--- src/rtl/and_gate_checker_settle_timer.sv ---
`default_nettype none
// +----------------------------------------------------------------------------+
// | Module  : settle_timer                                                     |
// | Purpose : Down-counter timing the settle interval between driving a        |
// |           vector and sampling the DUT response.                            |
// | Ports   : clk, rst     clock / synchronous active-high reset               |
// |           i_load       load i_load_val (priority over decrement)           |
// |           i_load_val   settle cycle count                                  |
// |           i_dec        decrement by one (holds at zero)                    |
// |           o_last       the decrement happening this cycle reaches zero     |
// | Rev     : 1.0  initial release                                             |
// +----------------------------------------------------------------------------+
module settle_timer #(
  parameter int W = 4
) (
  input  wire logic         clk,
  input  wire logic         rst,
  input  wire logic         i_load,
  input  wire logic [W-1:0] i_load_val,
  input  wire logic         i_dec,
  output logic              o_last
);

  localparam logic [W-1:0] c_ONE = W'(1);

  logic [W-1:0] r_cnt;

  always_ff @(posedge clk) begin
    if (rst) begin
      r_cnt <= '0;
    end else if (i_load) begin
      r_cnt <= i_load_val;
    end else if (i_dec && (r_cnt != '0)) begin
      r_cnt <= r_cnt - c_ONE;
    end
  end

  // A count of zero also reads as "last" so a caller can never stall here.
  assign o_last = (r_cnt <= c_ONE);

endmodule
`default_nettype wire

--- config.mk ---
export PLATFORM = sky130hd
export DESIGN_NAME = settle_timer
export DESIGN_NICKNAME = d
export VERILOG_FILES = /design/src/rtl/and_gate_checker_settle_timer.sv
export SDC_FILE = /design/constraint.sdc
export NUM_CORES = 1
export LEC_CHECK = 0
export ABC_AREA = 1
export CAP_MARGIN = 40
export CORE_AREA = 5 5 42 44
export DETAILED_ROUTE_END_ITERATION = 7
export DIE_AREA = 0 0 47 49
export SYNTH_ARGS = -nofsm -noshare
export SYNTH_HDL_FRONTEND = slang
export SYNTH_SLANG_ARGS = --single-unit
--- constraint.sdc ---
create_clock -name clk -period 3 [get_ports clk]
set_clock_uncertainty 0.2 [all_clocks]
set_input_delay 0.3 -clock clk [delete_from_list [all_inputs] [get_ports clk]]
set_output_delay 0.3 -clock clk [all_outputs]
set_load 0.02 [all_outputs]
==> run metrics, run 1 <==
status completed; Setup crit start kind flop; Die H slightly below 50 um; Worst EP arrival 1.63 ns; switch share 0.322; final core occ 0.296; crit end category primary output; Std-Cell Rows 14; DIE WIDTH around 47 um; RSZ-0062 raised after global routing false; Max transition margin 0.847; Int Power 0.138 mW; worst setup margin 0.867 ns; max FFs per register 4; gr usage total 0.0669; power share of the combinational group 0.331; Avg Cell Area, Syn 6.94 um^2; via density per instance 4.17; Antenna Nets Post-Route 0; WL/cell 9.64 um; Clock Power Share 0.345; Max Slew Vio Count 0; Initial Util 0.208; CP Max Fanout 4; fin crit period 2.13 ns; Mapped Area 292 um^2; Final Hold Fails 0; PwrDens around 490 nW/um^2; Final period util 0.711; syn nets 53; port bufs 8; WP data required 2.50 ns; Core ar. between 1000 and 1500 um^2; Netlist cell types 16; grt ovf 0; Syn. warnings 0; Max Cap Viol 0; fmax ~470 MHz; initial antenna violation count 0; share of layout cells above drive strength 1 0.151; final setup TNS 0 ns; n_diodes 0; I/O pin count 9; CTS Buffer Depth 2; CTS sink count 4; most frequent cells in the layout 8 x nand2_1, 8 x clkdlybuf4s50_1, 6 x nor2_1; detailed-router iteration count before antenna repair 5; number of global-route vias before repair 278; registers with the most flip-flops r_cnt x4; Hold Crit Class flop to flop; Synth Instances 42; CTS H-tree lvls 1; total number of vias 288; setup violators final 0; post-CTS setup buffers 0; CTS tree done; 1st-iter DRT viols 7; path type of the worst setup path flop to primary output; first-pass GRT wire length 1040 um; die area 2300 um^2; number of fill cells 160; Worst Tran Pin Value 0.229 ns; net count reported at finish 66; CTS Buf Count 3; PnR Total Power 0.204 mW; net switching power of the design 0.0657 mW; hold path depth 2; Worst VDD drop about 0.11 mV; sequential power share 0.324; largest net degree at the start of global routing 7; CTS hold repair buffers 0; Post-CTS Resized 0; Seq/Total Area, Yosys 0.275; Largest Register r_cnt; FF-to-FF setup slack 1.62 ns; root buffer cell clkbuf_4; R2R cell count 8; FF+latch count, synth 4; Leakage 0.194 nW; drt total wl 665 um; P&R area growth vs syn 42.1%; Setup Slack @ Placement 1.11 ns; DRC viols 0; Worst-path clk slew 0.04 ns; Clk Latency, worst-skew pair 0.24 ns; GPL Wtd Cong 0.684
==> cell type report <==
cell class,instances,area (um^2),share of cell area
multi-input combinational,32,188,0.453
tap,16,20.0,0.0483
clock buffer,3,22.5,0.0544
inverter,6,23.8,0.0574
sequential,4,80.1,0.193
timing repair buffer,8,80.1,0.193
==> cells by family (layout without fill, tap and decap cells) <==
group	after synthesis	count (layout)	share of synthesized area
buffers and inverters	6	17	0.0815
AND/OR/NAND/NOR	21	21	0.330
AO/OA/AOI/OAI	6	6	0.124
flip-flops	4	4	0.275
adder cells (fa/ha/maj)	3	3	0.129
XOR/XNOR	2	2	0.0601
==> power groups by stage <==
stage	logic [mW]	registers, mW	clock network (mW)
after floorplan	0.0452	0.0654	0
after global placement	0.0685	0.0672	0
after detailed placement	0.0680	0.0671	0
after CTS	0.0685	0.0663	0.0713
after global routing	0.0768	0.0670	0.0733
final	0.0674	0.0661	0.0702
==> final timing paths <==
kind / startpoint / end
worst min-delay path: r_cnt[3] / r_cnt[3]
worst max register to register: r_cnt[0] / r_cnt[1]
worst max-delay path: r_cnt[0] / o_last
worst min register to register: r_cnt[3] / r_cnt[3]
==> per-stage QoR <==
stage	hold slack (ns)	area, um^2	instances
after global routing	0.338	414	69
after detailed placement	0.305	392	66
final	0.315	414	69
after floorplan	0.162	292	42
after global placement	0.312	392	66
after CTS	0.311	414	69
==> cell usage after synthesis, drive strengths merged <==
cell type | number | area share
clkinv | 1 | 0.017
nand3 | 4 | 0.069
or2 | 1 | 0.021
a21oi | 2 | 0.047
ha | 3 | 0.13
o21a | 1 | 0.026
o21ai | 3 | 0.051
nor2 | 6 | 0.077
inv | 5 | 0.064
nand2 | 10 | 0.16
dfxtp | 4 | 0.27
xor2 | 2 | 0.060
==> critical path: stages (launching register included) <==
cell,delay (ns)
dfxtp_1,0.36
inv_1,0.10
ha_1,0.23
o21a_1,0.18
clkdlybuf4s50_1,0.53
==> per-layer routing <==
layer	vias to the layer above	global-route usage	wire length, um
met5	-	0	0
li1	155	-	-
met2	10	0.0882	308
met3	3	0.0295	42
met1	120	0.0659	291
met4	0	0.0829	23
Note: power is estimated with default switching activity, not from simulation.
==> inputs of run 2 (changes only) <==
==> constraint.sdc (replaced) <==
create_clock -name clk -period 2.1 [get_ports clk]
set_clock_uncertainty 0.2 [all_clocks]
set_input_delay 0.21 -clock clk [delete_from_list [all_inputs] [get_ports clk]]
set_output_delay 0.21 -clock clk [all_outputs]
set_load 0.02 [all_outputs]
==> run metrics, run 2 (synthesis gave the netlist of run 1 again) <==
CTS H-tree lvls 1 (unchanged); Antenna Nets Post-Route 0 (unchanged); WP data required 1.69 ns (was 2.50 ns); max FFs per register 4 (unchanged); port bufs 8 (unchanged); DR WL met3 42 um (unchanged); die area 2300 um^2 (unchanged); Final Hold Fails 0 (unchanged); fmax just under 600 MHz; net count reported at finish 66 (unchanged); Final period util 0.814; grt ovf 0 (unchanged); top layer in use met4 (unchanged); setup violators final 0 (unchanged); DRC viols 0 (unchanged); CTS Buffer Depth 2 (unchanged); Hold Crit Class flop to flop (unchanged); GPL Wtd Cong 0.684 (unchanged); PwrDens 696 nW/um^2 (was 492 nW/um^2); final setup TNS 0 ns (unchanged); Std-Cell Rows 14 (unchanged); RSZ-0062 raised after global routing false (unchanged); I/O pin count 9 (unchanged); Worst Tran Pin Value 0.229 ns (unchanged); DIE WIDTH 47 um (unchanged); switch share 0.323 (was 0.322); most frequent cells in the layout 8 x nand2_1, 7 x clkdlybuf4s50_1, 6 x nor2_1 (was 8 x nand2_1, 8 x clkdlybuf4s50_1, 6 x nor2_1); gr usage total 0.0669 (unchanged); multi-input logic area 188 um^2 (unchanged); Max Slew Vio Count 0 (unchanged); Core ar. 1400 um^2 (unchanged); via density per instance 4.17 (unchanged); path type of the worst setup path flop to primary output (unchanged); post-CTS setup buffers 0 (unchanged); total number of vias 288 (unchanged); worst setup margin 0.390 ns (was 0.867 ns); number of global-route vias before repair 278 (unchanged); share of layout cells above drive strength 1 0.151 (unchanged); crit end category primary output (unchanged); Worst-path clk slew 0.04 ns (about the same); Worst VDD drop 0.156 mV (was 0.109 mV); Max transition margin 0.847 (unchanged); CP Max Fanout 4 (unchanged); Setup Slack @ Placement 0.296 ns (was 1.11 ns); Met1 Routed Length 293 um (was 291 um); status completed (unchanged); Setup crit start kind flop (unchanged); CTS sink count 4 (unchanged); fin crit period 1.71 ns; registers with the most flip-flops r_cnt x4 (unchanged); Register Area 80.1 um^2 (unchanged); CTS Buf Count 3 (unchanged); commonest non-fill, non-tap cell in the layout nand2_1; Clock Power Share 0.346 (was 0.345); P&R area growth vs syn 42.9% (was 42.1%); CTS tree done (unchanged); detailed-router iteration count before antenna repair 5 (unchanged); power share of the combinational group 0.328 (was 0.331); Worst EP arrival 1.30 ns (was 1.63 ns); root buffer cell clkbuf_4 (unchanged); Max Cap Viol 0 (unchanged); first-pass GRT wire length 1040 um (unchanged); Clk Latency, worst-skew pair 0.24 ns (about the same); n_diodes 0 (unchanged); initial antenna violation count 0 (unchanged); WL/cell 9.67 um (was 9.64 um); Int Power 0.196 mW (was 0.138 mW); met2 wire length 308 um (unchanged); sequential power share 0.326 (was 0.324); Leakage 0.205 nW (was 0.194 nW); Initial Util 0.208 (unchanged); largest net degree at the start of global routing 7 (unchanged); drt total wl 667 um (was 665 um); net switching power of the design 0.0937 mW (was 0.0657 mW); Largest Register r_cnt (unchanged); Die H 49 um (unchanged); number of fill cells 160 (unchanged); 1st-iter DRT viols 7 (unchanged)
-- run 2: path summary, 6_finish.rpt --
| path | to | slack [ns] | from | cells past startpoint |
|---|---|---|---|---|
| max reg2reg | r_cnt[1] | 0.72 | r_cnt[0] | 8 |
| max | o_last | 0.39 | r_cnt[0] | 4 |
| min reg2reg | r_cnt[3] | 0.31 | r_cnt[3] | 2 |
| min | r_cnt[3] | 0.31 | r_cnt[3] | 2 |
-- run 2: repair_timing --
item / CTS / global route
resized for setup: 0 / 1
setup endpoints to repair: 0 / 1
hold buffers: 0 / 0
-- run 2: power groups by stage --
stage	Clock (mW)	Combinational, mW	Sequential (mW)
3_3_place_gp	0	0.0979	0.0961
3_5_place_dp	0	0.0972	0.0959
6_report	0.100	0.0952	0.0944
4_1_cts	0.102	0.0978	0.0947
5_1_grt	0.105	0.109	0.0958
2_1_floorplan	0	0.0646	0.0934
-- run 2: area by class of cell --
type	count	area share
clock buffers	3	0.0541
inverters	6	0.0571
multi-input cells	32	0.450
flip-flops and latches	4	0.192
well taps	16	0.0480
repair buffers	8	0.198
-- run 2: stage by stage --
stage / hold slack (ns) / cells / total power, mW / area [um^2] / util
3_5_place_dp: 0.305 / 66 / 0.193 / 392 / 0.279
6_report: 0.315 / 69 / 0.290 / 417 / 0.297
4_1_cts: 0.311 / 69 / 0.294 / 414 / 0.296
2_1_floorplan: 0.0724 / 42 / 0.158 / 292 / -
3_3_place_gp: 0.312 / 66 / 0.194 / 392 / 0.279
5_1_grt: 0.338 / 69 / 0.309 / 417 / 0.297
-- run 2: worst max-delay path: stages (launching register included) --
cell and delay [ns]:
dfxtp_1 0.36, inv_1 0.10, ha_1 0.23, o21a_1 0.18
dlymetal6s2s_1 0.20
-- run 2: routing by layer --
metal  track usage  vias up
met5             0        -
met1        0.0659      120
met2        0.0882       10
met3        0.0295        3
li1              -      155
met4        0.0829        0
==> inputs of run 3 (changes only) <==
==> constraint.sdc (replaced) <==
create_clock -name clk -period 1.76 [get_ports clk]
set_clock_uncertainty 0.2 [all_clocks]
set_input_delay 0.176 -clock clk [delete_from_list [all_inputs] [get_ports clk]]
set_output_delay 0.176 -clock clk [all_outputs]
set_load 0.02 [all_outputs]
==> run metrics, run 3 (synthesis gave the netlist of run 1 again) <==
status completed (unchanged); CTS tree done (unchanged); port bufs 8 (unchanged); Slowest cell on crit path dfxtp_1 (unchanged); R2R cell count 9 (was 8); max FFs per register 4 (unchanged); crit-path max cell delay 0.32 ns (was 0.36 ns); final cell count without fillers 72 (was 69); Std-Cell Rows 14 (unchanged); Clk Latency, worst-skew pair 0.23 ns (was 0.24 ns); Max Slew Vio Count 0 (unchanged); Largest Register r_cnt (unchanged); post-place instance area 414 um^2 (was 392 um^2); drt total wl 666 um (was 667 um); share of layout cells above drive strength 1 0.214 (was 0.151); number of global-route vias before repair 264 (was 278); crit end category primary output (unchanged); gr usage total 0.0683 (was 0.0669); I/O pin count 9 (unchanged); setup violators final 0 (unchanged); final setup TNS 0 ns (unchanged); crit-path cells inv_1 -> ha_1 -> o21a_1 -> clkdlybuf4s15_1 (was inv_1 -> ha_1 -> o21a_1 -> dlymetal6s2s_1); CTS Buf Count 3 (unchanged); CP Max Fanout 3 (was 4); n_diodes 0 (unchanged); DRC viols 0 (unchanged); root buffer cell clkbuf_4 (unchanged); Reg-to-Reg End r_cnt[1] (unchanged); GPL Wtd Cong 0.719 (was 0.684); CTS sink count 4 (unchanged); initial antenna violation count 0 (unchanged); CTS Buffer Depth 2 (unchanged); DIE WIDTH 47 um (unchanged); Core ar. 1400 um^2 (unchanged); Leakage 0.209 nW (was 0.205 nW); Max Cap Viol 0 (unchanged); FF-to-FF setup slack 0.32 ns (was 0.72 ns); Final period util 0.947; path type of the worst setup path flop to primary output (unchanged); total number of vias 287 (was 288); Final Hold Fails 0 (unchanged); most frequent cells in the layout 8 x nand2_1, 7 x clkdlybuf4s50_1, 6 x nor2_1 (unchanged); fmax 600 MHz; Worst Tran Pin Value 0.235 ns (was 0.229 ns); first-pass GRT wire length 1040 um (unchanged); largest net degree at the start of global routing 7 (unchanged); net count reported at finish 69 (was 66); post-DP HPWL about 560 um; Worst VDD drop 0.203 mV (was 0.156 mV); detailed-router iteration count before antenna repair 4 (was 5); fin crit period 1.67 ns; Setup crit start r_cnt[1] (was r_cnt[0]); Worst EP arrival 1.29 ns (was 1.30 ns); final hold slack 0.314 ns (was 0.315 ns); Cell Count Post-Placement 69 (was 66); 1st-iter DRT viols 6 (was 7); Hold Crit Class flop to flop (unchanged); worst setup margin 0.0933 ns (was 0.390 ns); reg2reg start r_cnt[0] (unchanged); hold path depth 2 (unchanged); via density per instance 3.99 (was 4.17); PwrDens 803 nW/um^2 (was 696 nW/um^2); number of fill cells 173 (was 160); Worst-path clk slew 0.04 ns (about the same); Max transition margin 0.843 (was 0.847); min-delay src r_cnt[3] (unchanged); final instance area 438 um^2 (was 417 um^2); Setup crit start kind flop (unchanged); P&R area growth vs syn 50.2% (was 42.9%); CTS hold repair buffers 0 (unchanged); CTS H-tree lvls 1 (unchanged); Die H 49 um (unchanged); Initial Util 0.208 (unchanged); Antenna Nets Post-Route 0 (unchanged); Setup Slack @ Placement 0.0459 ns (was 0.296 ns); commonest non-fill, non-tap cell in the layout nand2_1 (unchanged); grt ovf 0 (unchanged); Hold Crit Endpoint r_cnt[3] (unchanged); RSZ-0062 raised after global routing false (unchanged); die area 2300 um^2 (unchanged); WP data required 1.38 ns (was 1.69 ns); WL/cell 9.25 um (was 9.67 um); post-CTS setup buffers 0 (unchanged); registers with the most flip-flops r_cnt x4 (unchanged)
==> run 3: changes by cell type in the layout (fill, tap and decap cells not counted), sizes merged <==
cell,change
dlymetal6s2s,-1
clkdlybuf4s15,+1
buf,+3
==> run 3: final cells by class <==
type / count / area (um^2) / area share
timing repair buffer: 11 / 103 / 0.234
clock buffer: 3 / 22.5 / 0.0514
sequential: 4 / 81.3 / 0.186
multi-input combinational: 32 / 188 / 0.429
tap: 16 / 20.0 / 0.0457
inverter: 6 / 23.8 / 0.0543
==> run 3: how the worst max path moves through the flow <==
stage / to / slack [ns] / cells after the start
after global routing: o_last / 0.005 / 4
after global placement: o_last / 0.07 / 4
final: o_last / 0.09 / 4
after floorplan: r_cnt[1] / 0.46 / 8
after detailed placement: o_last / 0.05 / 4
after CTS: o_last / 0.01 / 4
==> run 3: critical path, delay by kind of cell (launching register included) <==
kind | cells | cell delay (ns)
AOI/OAI and AO/OA | 1 | 0.18
buffers and inverters | 2 | 0.36
DFF | 1 | 0.32
adders and majority gates | 1 | 0.20
==> run 3: per-layer routing <==
metal / track usage / vias up / part of all wire
met5: 0 / - / 0
met4: 0.0829 / 0 / 0
met3: 0.0221 / 0 / 0.044
met2: 0.0882 / 7 / 0.49
met1: 0.0746 / 120 / 0.47
li1: - / 160 / -
==> run 3: stage by stage <==
step / total power [mW] / utilization
final: 0.352 / 0.313
after global routing: 0.383 / 0.313
after CTS: 0.359 / 0.311
after detailed placement: 0.244 / 0.296
after global placement: 0.243 / 0.296
after floorplan: 0.189 / -
==> run 3: power by group <==
group          total (mW)  internal [mW]  switching, mW
registers           0.112          0.103        0.00942
logic               0.126         0.0638         0.0627
clock network       0.113         0.0763         0.0371
total               0.352          0.243          0.109
==> run 3: what timing repair did <==
action / 4_1_cts / 5_1_grt
gates resized for setup: 1 / 2
setup endpoints to repair: 1 / 1
gates cloned: 0 / 0
endpoints found under the hold margin: 0 / 0
